--- src/rtl/wb_arbiter_pkg.sv ---
// Shared types and constants for the two-master Wishbone memory arbiter.
// No logic here, so no latency and no backpressure of its own.
package wb_arbiter_pkg;

    typedef enum logic [1:0] {
        IDLE  = 2'd0,
        GNT_0 = 2'd1,
        GNT_1 = 2'd2
    } state_t;

    localparam int          TIMEOUT_DEFAULT = 255;
    localparam logic [31:0] ABORT_DATA      = 32'hDEAD_BEEF;

endpackage

--- src/rtl/wb_arb_watchdog.sv ---
// Counts unacked strobe cycles and fires a one-cycle expire when the limit is hit.
// Latency: expire is combinational in the limit cycle; no backpressure, clr wins over inc.
module wb_arb_watchdog
    import wb_arbiter_pkg::*;
#(
    parameter int TIMEOUT_CYCLES = TIMEOUT_DEFAULT
) (
    input  logic clk,
    input  logic rst,
    input  logic inc,
    input  logic clr,
    output logic expire
);

    localparam logic [15:0] LIMIT = 16'(TIMEOUT_CYCLES - 1);

    logic [15:0] count;

    // The limit cycle is itself the Nth waiting cycle, so compare against N-1.
    assign expire = inc && (count == LIMIT);

    always_ff @(posedge clk or posedge rst) begin
        if (rst) begin
            count <= '0;
        end else if (clr || expire) begin
            count <= '0;
        end else if (inc) begin
            count <= count + 16'd1;
        end
    end

endmodule

--- src/rtl/wb_mem_arbiter.sv ---
// Two-master Wishbone arbiter (instruction/data bridge) onto one shared slave, with watchdog abort.
// Latency: one cycle to grant from IDLE, zero on handoff; backpressure: grant locked while cyc is high.
module wb_mem_arbiter
    import wb_arbiter_pkg::*;
#(
    parameter int ADDR_WIDTH     = 32,
    parameter int DATA_WIDTH     = 32,
    parameter int TIMEOUT_CYCLES = TIMEOUT_DEFAULT,
    parameter bit PRIO_DATA      = 1'b0
) (
    input  logic                  clk,
    input  logic                  rst,

    input  logic                  m0_cyc_i,
    input  logic                  m0_stb_i,
    input  logic                  m0_we_i,
    input  logic [ADDR_WIDTH-1:0] m0_addr_i,
    input  logic [DATA_WIDTH-1:0] m0_data_i,
    output logic [DATA_WIDTH-1:0] m0_data_o,
    output logic                  m0_ack_o,

    input  logic                  m1_cyc_i,
    input  logic                  m1_stb_i,
    input  logic                  m1_we_i,
    input  logic [ADDR_WIDTH-1:0] m1_addr_i,
    input  logic [DATA_WIDTH-1:0] m1_data_i,
    output logic [DATA_WIDTH-1:0] m1_data_o,
    output logic                  m1_ack_o,

    output logic                  s_cyc_o,
    output logic                  s_stb_o,
    output logic                  s_we_o,
    output logic [ADDR_WIDTH-1:0] s_addr_o,
    output logic [DATA_WIDTH-1:0] s_data_o,
    input  logic [DATA_WIDTH-1:0] s_data_i,
    input  logic                  s_ack_i,

    output logic                  timeout_o
);

    localparam logic [DATA_WIDTH-1:0] ABORT_WORD = DATA_WIDTH'(ABORT_DATA);

    state_t state, next_state;
    logic   last_grant;
    logic   init_done;
    logic   req0, req1;
    logic   wait_ack;
    logic   wd_clr;
    logic   expire;

    assign req0 = m0_cyc_i & m0_stb_i;
    assign req1 = m1_cyc_i & m1_stb_i;

    // init_done holds off the first grant until the second edge after reset release.
    always_ff @(posedge clk or posedge rst) begin
        if (rst) begin
            state      <= IDLE;
            last_grant <= 1'b1;
            init_done  <= 1'b0;
        end else begin
            state     <= next_state;
            init_done <= 1'b1;
            if ((next_state != state) && (next_state != IDLE)) begin
                last_grant <= (next_state == GNT_1);
            end
        end
    end

    always_comb begin
        next_state = state;
        case (state)
            IDLE: begin
                if (init_done) begin
                    if (req0 && req1) begin
                        next_state = (PRIO_DATA || !last_grant) ? GNT_1 : GNT_0;
                    end else if (req0) begin
                        next_state = GNT_0;
                    end else if (req1) begin
                        next_state = GNT_1;
                    end
                end
            end
            GNT_0: begin
                if (!m0_cyc_i) begin
                    next_state = req1 ? GNT_1 : IDLE;
                end
            end
            GNT_1: begin
                if (!m1_cyc_i) begin
                    next_state = req0 ? GNT_0 : IDLE;
                end
            end
            default: next_state = IDLE;
        endcase
    end

    // Waiting is judged on the master's strobe, not s_stb_o, since the abort masks s_stb_o.
    always_comb begin
        wait_ack = 1'b0;
        case (state)
            GNT_0:   wait_ack = req0 & ~s_ack_i;
            GNT_1:   wait_ack = req1 & ~s_ack_i;
            default: wait_ack = 1'b0;
        endcase
    end

    assign wd_clr = (state == IDLE) || (next_state != state) || s_ack_i;

    wb_arb_watchdog #(
        .TIMEOUT_CYCLES(TIMEOUT_CYCLES)
    ) u_watchdog (
        .clk    (clk),
        .rst    (rst),
        .inc    (wait_ack),
        .clr    (wd_clr),
        .expire (expire)
    );

    always_comb begin
        s_cyc_o   = 1'b0;
        s_stb_o   = 1'b0;
        s_we_o    = 1'b0;
        s_addr_o  = '0;
        s_data_o  = '0;
        m0_ack_o  = 1'b0;
        m0_data_o = '0;
        m1_ack_o  = 1'b0;
        m1_data_o = '0;
        timeout_o = expire;
        case (state)
            GNT_0: begin
                s_cyc_o   = m0_cyc_i & ~expire;
                s_stb_o   = m0_stb_i & ~expire;
                s_we_o    = m0_we_i;
                s_addr_o  = m0_addr_i;
                s_data_o  = m0_data_i;
                m0_ack_o  = m0_cyc_i & (s_ack_i | expire);
                m0_data_o = expire ? ABORT_WORD : s_data_i;
            end
            GNT_1: begin
                s_cyc_o   = m1_cyc_i & ~expire;
                s_stb_o   = m1_stb_i & ~expire;
                s_we_o    = m1_we_i;
                s_addr_o  = m1_addr_i;
                s_data_o  = m1_data_i;
                m1_ack_o  = m1_cyc_i & (s_ack_i | expire);
                m1_data_o = expire ? ABORT_WORD : s_data_i;
            end
            default: begin
                timeout_o = 1'b0;
            end
        endcase
    end

endmodule
--- config.mk ---
export PLATFORM = sky130hd
export DESIGN_NAME = wb_mem_arbiter
export DESIGN_NICKNAME = d
export VERILOG_FILES = /design/src/rtl/wb_arbiter_pkg.sv /design/src/rtl/wb_arb_watchdog.sv /design/src/rtl/wb_mem_arbiter.sv
export SDC_FILE = /design/constraint.sdc
export NUM_CORES = 1
export LEC_CHECK = 0
export ABC_AREA = 1
export ABC_CLOCK_PERIOD_IN_PS = 6700
export CAP_MARGIN = 25
export CELL_PAD_IN_SITES_DETAIL_PLACEMENT = 1
export CELL_PAD_IN_SITES_GLOBAL_PLACEMENT = 1
export CORE_ASPECT_RATIO = 0.7
export CORE_MARGIN = 2
export CORE_UTILIZATION = 18
export CTS_CLUSTER_DIAMETER = 50
export DETAILED_ROUTE_END_ITERATION = 10
export PLACE_DENSITY_LB_ADDON = 0.08
export SLEW_MARGIN = 20
export SYNTH_ARGS = -nofsm -noshare
export SYNTH_HDL_FRONTEND = slang
export SYNTH_HIERARCHICAL = 1
export SYNTH_SLANG_ARGS = --single-unit
export TNS_END_PERCENT = 5
--- constraint.sdc ---
create_clock -name clk -period 6.7 [get_ports clk]
set_input_delay 0.67 -clock clk [delete_from_list [all_inputs] [get_ports clk]]
set_output_delay 0.67 -clock clk [all_outputs]
set_load 0.02 [all_outputs]
==> metrics.txt <==
Avg Inst Size Synth roughly 5.2 µm²; max_cap viols 0; HP Start last_grant$_DFFE_PP1P_; max-slew violations 0; Flop pwr share under 10%; Cells after Synth 568; FF+latch count, synth 20; crit start category input port; core area 0.01625 mm²; top post-synthesis cells by area nand2_1, a21oi_1, dfrtp_1, inv_1, nor2_1; sw power 0.8084 mW; DR vias about 4.7k; Worst-Margin Slew 0.7173 ns; Critical Path RT 6.03 ns; Top FF cell, synth dfrtp_1; TritonRoute pass-1 iters 4; GRT met3 Usage 5.722%; kind of critical path input port to output port; IO Count approximately 300; fill count roughly 2.1k; Final Net Count about 1.0k; worst clock skew 0.004495 ns; initial antenna violation count 1; final WL roughly 18 mm; PwrDens around 240 mW/mm²; Starting Density between 10% and 20%; vias per cell 4.399; peak supply drop between 0.0001 and 0.00015 V; hold_ws 0.4830 ns; GR Overflow Total 0; first-pass GRT wire length between 20 and 30 mm; combinational fraction of design power between 80 and 90%; clock power share ~8.4%; Post-synth EDFFs 0; grt met1 use between 20% and 30%; Yosys warnings 6; outcome complete, no violations; post-synth top area share 24.97%; Tot Pwr ~1.5 mW; Reg-to-Reg End u_watchdog/count[11]$_DFFE_PP0P_; fin crit period between 4 and 5 ns; Antenna diodes 0; hpwl dp roughly 14 mm; Endpoint, Worst Hold last_grant$_DFFE_PP1P_; clock buffer depth 2; syn_nets between 700 and 800; met2 GRT Util between 30% and 40%; Hold-fix buffers, CTS 0; Post-Layout Cell Count about 1.1k; Clock Sink Count 20; CTS HTree Levels 1; Int Pwr 0.7283 mW; largest net degree at the start of global routing about 70; DRT iter0 DRCs 214; Die Span Y ~110 µm; Crit Reg-Reg Startpoint state[1]$_DFF_PP0_; CTS tree done; gpl congestion approximately 0.82; Crit Path Max Fanout 48; synth unique cells 31; LEAKAGE about 2.4 nW; Crit. End Element output port; row cnt 39; clk slew on worst S/H paths around 0.060 ns; worst min path class flop to flop; dpl cells 1,065; R2R setup slack roughly 3.8 ns; vias in the first global route approximately 4.7k; Skew-Pair Late Insertion Delay roughly 0.25 ns; Seq/Total Area, Yosys 16.86%; leading area contributor after synthesis nand2_1; CTS resizes 0; DRC errors left 0; # setup viols final 0; Fin. Hold Viols 0; Setup TNS 0 ns; crit path DAT slightly below 4 ns; asr flop ratio synth 100.0%; gr usage total a little under a fifth; RSZ-0062 raised after global routing false; GRT busiest layer met2; IO buf count ~300; CTS Root Cell clkbuf_16; R2R cell count 15; Peak Freq roughly 220 MHz; Num CTS Buffers 3; mapped cell area around 0.0030 mm²; Post-CTS Setup Bufs 0; die footprint between 0.015 and 0.02 mm²; DR WL/cell between 15 and 20 µm; relative max-transition margin between 50% and 60%; Routed Antenna Nets 0; final worst path period share about two thirds; share of layout cells above drive strength 1 just under 5%; Switching Share between 50 and 60%; Worst Hold Depth 2; Die X 157.7 µm; area grow syn2layout 110.9%
[area by class of cell]
class / count / area, µm² / share of cell area [%]
timing repair buffer: 309 / 3083 / 49.10
inverter: 75 / 286.5 / 4.564
tap: 225 / 281.5 / 4.484
sequential: 20 / 501.7 / 7.991
clock buffer: 4 / 78.83 / 1.255
multi-input combinational: 437 / 2047 / 32.60
[worst max path at each step]
stage,startpoint,depth (start not counted),end
3_3_place_gp,m1_cyc_i,11,m0_data_o[19]
4_1_cts,m1_cyc_i,11,m0_data_o[25]
2_1_floorplan,state[0]$_DFF_PP0_,11,m0_data_o[10]
5_1_grt,state[0]$_DFF_PP0_,12,m1_data_o[7]
3_5_place_dp,m1_cyc_i,11,m0_data_o[25]
6_report,m1_cyc_i,11,m0_data_o[25]
[metrics by stage]
step / utilization [%] / instance area, µm² / setup slack (ns)
6_report: 38.64 / 6279 / 2.123
5_1_grt: 38.64 / 6279 / 1.840
4_1_cts: 38.55 / 6264 / 2.085
3_5_place_dp: 38.06 / 6185 / 2.105
3_3_place_gp: 38.06 / 6185 / 2.241
2_1_floorplan: - / 2977 / 2.837
[logic make-up (layout without fill, tap and decap cells)]
group | Yosys count | count (layout) | synth area share [%]
AO/OA/AOI/OAI | 120 | 120 | 20.64
AND/OR/NAND/NOR | 305 | 305 | 43.42
buffers and inverters | 111 | 388 | 14.96
XOR/XNOR | 5 | 5 | 1.471
adder cells (fa/ha/maj) | 6 | 6 | 2.522
other | 1 | 1 | 0.1260
flip-flops | 20 | 20 | 16.86
[routing by layer]
| layer | vias up | share of wire [%] |
|---|---|---|
| met2 | 178 | 49 |
| met4 | 0 | 1.1 |
| li1 | 2334 | - |
| met5 | - | 0 |
| met1 | 2183 | 40 |
| met3 | 12 | 9.5 |
[layout by cell type (no fill, tap or decap), drive strengths merged]
cell             n
nor3            17
inv             75
nor2            52
xnor2            3
xor2             2
a2111oi          2
clkbuf           4
o21bai           1
dfstp            1
nor4             2
nand3           18
dfrtp           19
nand3b           1
nand4            8
o21ai            4
nand2          207
conb             1
ha               6
a21oi          113
clkdlybuf4s50  302
buf              7
[cells in the mapped netlist, drive strengths merged (2+ instances only)]
| library cell | count |
|---|---|
| nand2 | 207 |
| a21oi | 113 |
| inv | 75 |
| nor2 | 52 |
| clkbuf | 20 |
| dfrtp | 19 |
| nand3 | 18 |
| nor3 | 17 |
| buf | 16 |
| nand4 | 8 |
| ha | 6 |
| o21ai | 4 |
| xnor2 | 3 |
| a2111oi | 2 |
| nor4 | 2 |
| xor2 | 2 |
[critical path, stage by stage]
cell	delay, ns
clkdlybuf4s50_1	0.60
nand2_1	0.14
a2111oi_2	0.34
buf_4	0.26
nand2_2	0.11
nor4_2	0.30
buf_4	0.29
inv_1	0.06
buf_4	0.27
a21oi_1	0.22
clkdlybuf4s50_1	0.63
[registers in the layout, summed over array words and instances (netlist names)]
register / flops
state: 2
init_done: 1
u_watchdog/count: 16
last_grant: 1
[power by group through the flow]
stage	clock network (mW)	registers [mW]	logic (mW)
2_1_floorplan	0	0.140	0.684
3_3_place_gp	0	0.144	1.26
3_5_place_dp	0	0.144	1.27
4_1_cts	0.130	0.142	1.28
5_1_grt	0.135	0.144	1.36
6_report	0.128	0.142	1.27
No activity file was read; power rests on OpenSTA's default activity.
